--- config.mk ---
export PLATFORM = sky130hd
export DESIGN_NAME = frame_scheduler
export DESIGN_NICKNAME = d
export VERILOG_FILES = /design/src/rtl/frame_scheduler.sv
export SDC_FILE = /design/constraint.sdc
export NUM_CORES = 1
export LEC_CHECK = 0
export ABC_CLOCK_PERIOD_IN_PS = 2600
export BUFFER_PORTS_ARGS = -buffer_cell sky130_fd_sc_hd__buf_4
export CAP_MARGIN = 30
export CORE_MARGIN = 1
export CORE_UTILIZATION = 55
export CTS_BUF_LIST = sky130_fd_sc_hd__clkbuf_8
export CTS_CLUSTER_DIAMETER = 120
export DETAILED_ROUTE_END_ITERATION = 7
export GPL_ROUTABILITY_DRIVEN = 0
export PLACE_DENSITY_LB_ADDON = 0.15
export SLEW_MARGIN = 10
export SYNTH_ARGS = -nofsm -noshare
export SYNTH_HDL_FRONTEND = slang
export SYNTH_SLANG_ARGS = --single-unit
--- constraint.sdc ---
create_clock -name clk -period 2.6 [get_ports clk]
set_input_delay 0.13 -clock clk [delete_from_list [all_inputs] [get_ports clk]]
set_output_delay 0.13 -clock clk [all_outputs]
set_load 0.01 [all_outputs]
--- src/rtl/frame_scheduler.sv ---
// Round-robin frame scheduler: grants one requester a whole NUM_CHANNELS-byte frame,
// pads stalled frames after STALL_LIMIT idle cycles, and inserts a GAP_CYCLES idle gap.
module frame_scheduler #(
    parameter int          NUM_REQ      = 4,
    parameter int          NUM_CHANNELS = 16,
    parameter int          GAP_CYCLES   = 3,
    parameter int          STALL_LIMIT  = 64,
    parameter logic [7:0]  PAD_BYTE     = 8'h00,
    localparam int         IDW          = (NUM_REQ > 1) ? $clog2(NUM_REQ) : 1
) (
    input  logic                   clk,
    input  logic                   rst_n,
    input  logic [NUM_REQ-1:0]     req_valid,
    input  logic [8*NUM_REQ-1:0]   req_data,
    output logic [NUM_REQ-1:0]     req_ready,
    output logic [7:0]             ser_din,
    output logic                   ser_din_valid,
    output logic [IDW-1:0]         grant_id,
    output logic                   busy,
    output logic [15:0]            frame_count,
    output logic [7:0]             pad_count
);

    localparam int BW = $clog2(NUM_CHANNELS + 1);
    localparam int SW = $clog2(STALL_LIMIT);
    localparam int GW = $clog2(GAP_CYCLES + 1);

    localparam logic [BW-1:0]  LAST_BEAT = BW'(NUM_CHANNELS - 1);
    localparam logic [SW-1:0]  STALL_MAX = SW'(STALL_LIMIT - 1);
    localparam logic [GW-1:0]  GAP_LAST  = GW'(GAP_CYCLES - 1);
    localparam logic [IDW-1:0] LAST_ID   = IDW'(NUM_REQ - 1);
    localparam logic [IDW:0]   NREQ_EXT  = (IDW+1)'(NUM_REQ);

    typedef enum logic [1:0] {IDLE, STREAM, PAD, GAP} state_t;

    state_t         state_q, state_d;
    logic [IDW-1:0] rr_ptr_q, rr_ptr_d;
    logic [IDW-1:0] grant_q, grant_d;
    logic [BW-1:0]  beat_q, beat_d;
    logic [SW-1:0]  stall_q, stall_d;
    logic [GW-1:0]  gap_q, gap_d;
    logic [7:0]     din_q, din_d;
    logic           dvld_q, dvld_d;
    logic [15:0]    frame_count_q, frame_count_d;
    logic [7:0]     pad_count_q, pad_count_d;

    logic [IDW-1:0] pick_id;
    logic           pick_found;
    logic [IDW:0]   pick_sum;
    logic [IDW-1:0] pick_cand;
    logic [7:0]     sel_data;
    logic [IDW-1:0] rr_next;

    // First requester with valid high, searching upward from rr_ptr with wrap.
    always_comb begin
        pick_id    = rr_ptr_q;
        pick_found = 1'b0;
        pick_sum   = '0;
        pick_cand  = '0;
        for (int i = 0; i < NUM_REQ; i++) begin
            pick_sum = {1'b0, rr_ptr_q} + (IDW+1)'(i);
            if (pick_sum >= NREQ_EXT) begin
                pick_sum = pick_sum - NREQ_EXT;
            end
            pick_cand = pick_sum[IDW-1:0];
            if (!pick_found && req_valid[pick_cand]) begin
                pick_found = 1'b1;
                pick_id    = pick_cand;
            end
        end
    end

    assign sel_data = req_data[{grant_q, 3'b000} +: 8];
    assign rr_next  = (grant_q == LAST_ID) ? '0 : grant_q + IDW'(1);

    always_comb begin
        state_d       = state_q;
        rr_ptr_d      = rr_ptr_q;
        grant_d       = grant_q;
        beat_d        = beat_q;
        stall_d       = stall_q;
        gap_d         = gap_q;
        din_d         = din_q;
        dvld_d        = 1'b0;
        frame_count_d = frame_count_q;
        pad_count_d   = pad_count_q;
        req_ready     = '0;
        unique case (state_q)
            IDLE: begin
                if (pick_found) begin
                    grant_d = pick_id;
                    beat_d  = '0;
                    stall_d = '0;
                    state_d = STREAM;
                end
            end
            STREAM: begin
                req_ready[grant_q] = 1'b1;
                if (req_valid[grant_q]) begin
                    din_d   = sel_data;
                    dvld_d  = 1'b1;
                    beat_d  = beat_q + BW'(1);
                    stall_d = '0;
                    if (beat_q == LAST_BEAT) begin
                        state_d       = GAP;
                        gap_d         = '0;
                        frame_count_d = frame_count_q + 16'd1;
                        rr_ptr_d      = rr_next;
                    end
                end else if (stall_q == STALL_MAX) begin
                    state_d = PAD;
                end else begin
                    stall_d = stall_q + SW'(1);
                end
            end
            PAD: begin
                din_d  = PAD_BYTE;
                dvld_d = 1'b1;
                beat_d = beat_q + BW'(1);
                if (beat_q == LAST_BEAT) begin
                    state_d       = GAP;
                    gap_d         = '0;
                    frame_count_d = frame_count_q + 16'd1;
                    rr_ptr_d      = rr_next;
                    pad_count_d   = (pad_count_q == 8'hFF) ? pad_count_q : pad_count_q + 8'd1;
                end
            end
            GAP: begin
                if (gap_q == GAP_LAST) begin
                    state_d = IDLE;
                    gap_d   = '0;
                end else begin
                    gap_d = gap_q + GW'(1);
                end
            end
            default: state_d = IDLE;
        endcase
    end

    always_ff @(posedge clk or negedge rst_n) begin
        if (!rst_n) begin
            state_q       <= IDLE;
            rr_ptr_q      <= '0;
            grant_q       <= '0;
            beat_q        <= '0;
            stall_q       <= '0;
            gap_q         <= '0;
            din_q         <= '0;
            dvld_q        <= 1'b0;
            frame_count_q <= '0;
            pad_count_q   <= '0;
        end else begin
            state_q       <= state_d;
            rr_ptr_q      <= rr_ptr_d;
            grant_q       <= grant_d;
            beat_q        <= beat_d;
            stall_q       <= stall_d;
            gap_q         <= gap_d;
            din_q         <= din_d;
            dvld_q        <= dvld_d;
            frame_count_q <= frame_count_d;
            pad_count_q   <= pad_count_d;
        end
    end

    assign ser_din       = din_q;
    assign ser_din_valid = dvld_q;
    assign grant_id      = grant_q;
    assign busy          = (state_q != IDLE);
    assign frame_count   = frame_count_q;
    assign pad_count     = pad_count_q;

endmodule

==> impl_metrics.prom <==
# TYPE chip_impl_metric gauge
chip_impl_metric{name="power.total",unit="µW"} 2780
chip_impl_info{name="path_class",value="flip-flop to flip-flop"} 1
chip_impl_metric{name="postSynthAreaPerCell",unit="µm²"} 10.5
chip_impl_metric{name="grt_pass1_wl",unit="µm"} 10200
chip_impl_info{name="holdCritPathClass",value="input port to flip-flop"} 1
chip_impl_metric{name="synthesis.nets",unit=""} 338
chip_impl_metric{name="numPortBuffers",unit=""} 77
chip_impl_metric{name="critical_path.max_stage_delay",unit="ns"} 0.55
chip_impl_metric{name="row_count",unit=""} 26
chip_impl_info{name="worstPathCellList",value="inv_1, ha_1, nand2_1, a41oi_1, mux2_2"} 1
chip_impl_metric{name="yosysUniqueCellTypes",unit=""} 50
chip_impl_metric{name="timing.reg2reg.worst_path_depth",unit=""} 5
chip_impl_metric{name="power_per_cell_area",unit="nW/µm²"} 746
chip_impl_metric{name="grt_antenna_before_repair",unit=""} 0
chip_impl_metric{name="synth_enable_flop_cells",unit=""} 0
chip_impl_metric{name="path_depth",unit=""} 5
chip_impl_metric{name="coreArea",unit="µm²"} 5170
chip_impl_metric{name="share_of_post_route_cells_with_drive_strength_above_1",unit="%"} 30.4
chip_impl_metric{name="number_of_cts_inserted_buffers",unit=""} 5
chip_impl_info{name="ys.flop_type",value="sky130_fd_sc_hd__dfrtp_1"} 1
chip_impl_metric{name="detail_route.drc_violations",unit=""} 0
chip_impl_metric{name="grt.met1_usage",unit="%"} 29.2
chip_impl_info{name="synth_area_leaders",value="sky130_fd_sc_hd__dfrtp_1 (44%), sky130_fd_sc_hd__mux4_2 (6.8%), sky130_fd_sc_hd__ha_1 (6.3%)"} 1
chip_impl_metric{name="finalWirelength",unit="µm"} 6340
chip_impl_metric{name="hpwl",unit="µm"} 4730
chip_impl_metric{name="timing_max_transition_violations_final",unit=""} 0
chip_impl_metric{name="antenna-diode-count",unit=""} 0
chip_impl_metric{name="layout_min_cycle_time",unit="ns"} 2.13
chip_impl_metric{name="final-hold-violation-count",unit=""} 0
chip_impl_metric{name="post_synthesis_instance_total",unit=""} 285
chip_impl_metric{name="clock_tree_skew_after_final_layout",unit="ns"} 0.00673
chip_impl_metric{name="drt-pass1-iter-count",unit=""} 4
chip_impl_metric{name="yosys_warnings",unit=""} 0
chip_impl_metric{name="global_route_usage_over_all_layers",unit="%"} 23.7
chip_impl_info{name="worstReg2RegEnd",value="pad_count[1]$_DFFE_PN0P_"} 1
chip_impl_metric{name="clock_latency",unit="ns"} 0.30
chip_impl_metric{name="design.portCount",unit=""} 78
chip_impl_info{name="synth_area_leader_cell",value="sky130_fd_sc_hd__dfrtp_1"} 1
chip_impl_metric{name="max-vdd-ir-drop",unit="V"} 0.000492
chip_impl_metric{name="seq_area_frac_synth",unit="%"} 43.6
chip_impl_info{name="clock_tree_from_tritoncts",value="done"} 1
chip_impl_metric{name="chipWidth",unit="µm"} 75.7
chip_impl_metric{name="count_of_buffer_and_inverter_cells_on_the_critical_path",unit=""} 1
chip_impl_metric{name="slew-limit-headroom",unit="%"} 53.9
chip_impl_metric{name="dpl.cell_count",unit=""} 426
chip_impl_metric{name="cts.reportedPaths.clkPinSlew",unit="ns"} 0.09
chip_impl_metric{name="worst-r2r-setup-slack",unit="ns"} 0.47
chip_impl_metric{name="synth_top_area_share",unit="%"} 43.6
chip_impl_info{name="global_route.peak_usage_layer",value="met2"} 1
chip_impl_metric{name="floorplan.die_area",unit="µm²"} 5730
chip_impl_metric{name="dr.first_iter.drc_count",unit=""} 71
chip_impl_info{name="cts_root_buf",value="sky130_fd_sc_hd__clkbuf_8"} 1
chip_impl_metric{name="floorplan.initialDensity",unit="%"} 57.8
chip_impl_metric{name="timing.max_cap.violations",unit=""} 0
chip_impl_metric{name="vias_per_cell",unit=""} 5.69
chip_impl_metric{name="grt_remaining_overflow",unit=""} 0
chip_impl_metric{name="yosys_register_bits",unit=""} 52
chip_impl_info{name="synth.cells.most_frequent",value="sky130_fd_sc_hd__dfrtp_1 (52), sky130_fd_sc_hd__nand2_1 (38), sky130_fd_sc_hd__xnor2_1 (18)"} 1
chip_impl_metric{name="ctsHtreeMaxLevel",unit=""} 2
chip_impl_info{name="setup.worst_path.start_class",value="flip-flop"} 1
chip_impl_metric{name="final_net_count",unit=""} 417
chip_impl_metric{name="tightest_slew",unit="ns"} 0.682
chip_impl_info{name="timing.critical_path.from",value="state_q[0]$_DFFE_PN0P_"} 1
chip_impl_metric{name="pin_count_of_the_biggest_net_entering_global_routing",unit=""} 53
chip_impl_info{name="worst_r2r_start",value="state_q[0]$_DFFE_PN0P_"} 1
chip_impl_metric{name="critical_path.max_fanout",unit=""} 13
chip_impl_metric{name="total_number_of_vias",unit=""} 2476
chip_impl_metric{name="netlist_area",unit="µm²"} 2990
chip_impl_metric{name="stdcell_count",unit=""} 435
chip_impl_metric{name="critical_path_arrival",unit="ns"} 2.32
chip_impl_info{name="timing.critical_path.to_type",value="flip-flop"} 1
chip_impl_metric{name="clock-sinks",unit=""} 52
chip_impl_info{name="setup_repair_after_global_routing_missed_its_margin",value="no"} 1
chip_impl_info{name="outcome",value="completed"} 1
chip_impl_metric{name="power.leakage",unit="µW"} 0.00180
chip_impl_info{name="critPathCapture",value="pad_count[1]$_DFFE_PN0P_"} 1
chip_impl_metric{name="fmaxAchievable",unit="GHz"} 0.470
chip_impl_info{name="yosysMostFrequentCell",value="sky130_fd_sc_hd__dfrtp_1"} 1
chip_impl_metric{name="via_count_of_the_first_global_routing_pass",unit=""} 2293
chip_impl_metric{name="setup-violations-final",unit=""} 0
chip_impl_metric{name="setup-tns-final",unit="ns"} 0
chip_impl_metric{name="post-route-period-util",unit="%"} 81.7
chip_impl_metric{name="postRouteAntennaNets",unit=""} 0
chip_impl_metric{name="post_cts.resized_instances",unit=""} 0
chip_impl_metric{name="cp_data_required_time",unit="ns"} 2.79
chip_impl_metric{name="grtUsageMet3",unit="%"} 3.97
chip_impl_metric{name="area_growth",unit="%"} 24.8
chip_impl_metric{name="maximum_clock_insertion_buffer_count",unit=""} 2
chip_impl_metric{name="postSynth.asyncResetShare",unit="%"} 100
chip_impl_info{name="cp_top_family",value="compound AO/OA/AOI/OAI gates"} 1
chip_impl_metric{name="wl_per_cell",unit="µm"} 14.6
chip_impl_metric{name="grt.met2_usage",unit="%"} 42.4
chip_impl_metric{name="chipHeight",unit="µm"} 75.7
chip_impl_info{name="crit_slowest_cell",value="sky130_fd_sc_hd__a41oi_1"} 1
## how the worst min path moves through the flow
stage	from	to	slack [ns]	cells after the start
6_report	req_valid[3]	grant_id[0]$_DFFE_PN0P_	0.20	3
5_1_grt	req_valid[3]	grant_id[0]$_DFFE_PN0P_	0.21	3
4_1_cts	req_valid[3]	grant_id[0]$_DFFE_PN0P_	0.19	3
3_5_place_dp	rst_n	frame_count[8]$_DFFE_PN0P_	0.20	1
3_3_place_gp	rst_n	frame_count[8]$_DFFE_PN0P_	0.20	1
2_1_floorplan	rst_n	beat_q[0]$_DFFE_PN0P_	-0.17	0
## power by group
group          internal (µW)  total [µW]  switching [µW]
clock network            213         474             261
logic                    570        1260             693
registers                947        1040            97.3
total                   1730        2780            1050
## layout make-up
cell class                 count  area [µm²]
timing repair buffer          81         611
sequential                    52        1300
clock buffer                   6        82.6
tap                           70        87.6
inverter                      13        48.8
fill                         376        1440
clock inverter                 2        10.0
multi-input combinational    211        1590
## per-layer routing
metal / vias up / wire, µm
li1: 1192 / -
met1: 1204 / 2720
met2: 70 / 3220
met3: 10 / 309
met4: 0 / 88
met5: - / 0
## through the flow
step | util, % | setup slack (ns) | cell area [µm²] | hold WS [ns]
floorplan | - | 0.633 | 2990 | -0.166
global placement | 70.1 | 0.556 | 3630 | 0.198
detailed placement | 70.1 | 0.474 | 3630 | 0.199
CTS | 72.1 | 0.460 | 3730 | 0.194
global route | 72.1 | 0.234 | 3730 | 0.213
finish | 72.1 | 0.475 | 3730 | 0.203
## what timing repair did
action                     4_1_cts  5_1_grt
hold buffers                     1        0
setup endpoints to repair        0        0
setup buffers                    0        0
hold endpoints to repair        52        0
## flip-flops by register name, indices dropped and copies added, names as in the netlist
signal,flops
gap_q,2
beat_q,5
stall_q,6
ser_din_valid,1
pad_count,8
ser_din,8
grant_id,2
rr_ptr_q,2
state_q,2
frame_count,16
## cells by family (layout without fill, tap and decap cells)
kind of cell	count (synthesis)	after routing	synth area share [%]
AND/OR/NAND/NOR	116	116	21.6
buffers and inverters	22	102	3.31
adder cells (fa/ha/maj)	15	15	6.28
AO/OA/AOI/OAI	41	41	9.00
XOR/XNOR	22	22	6.45
multiplexers	17	17	9.84
flip-flops	52	52	43.6
## cell usage in the layout (no fill, tap or decap), types with 10 or more instances in the layout
master	count
sky130_fd_sc_hd__nand4_1	12
sky130_fd_sc_hd__dfrtp_1	52
sky130_fd_sc_hd__nand3_1	10
sky130_fd_sc_hd__a21oi_1	11
sky130_fd_sc_hd__buf_4	80
sky130_fd_sc_hd__ha_1	15
sky130_fd_sc_hd__nand2_1	38
sky130_fd_sc_hd__o21ai_0	11
sky130_fd_sc_hd__nor2_1	10
sky130_fd_sc_hd__xnor2_1	18
sky130_fd_sc_hd__inv_1	13
## tightest hold or removal path: cells and delay by family
kind	cells	cell delay [ns]
buffers and inverters	1	0.13
AOI/OAI and AO/OA	2	0.21
(Power assumes the default switching activity.)
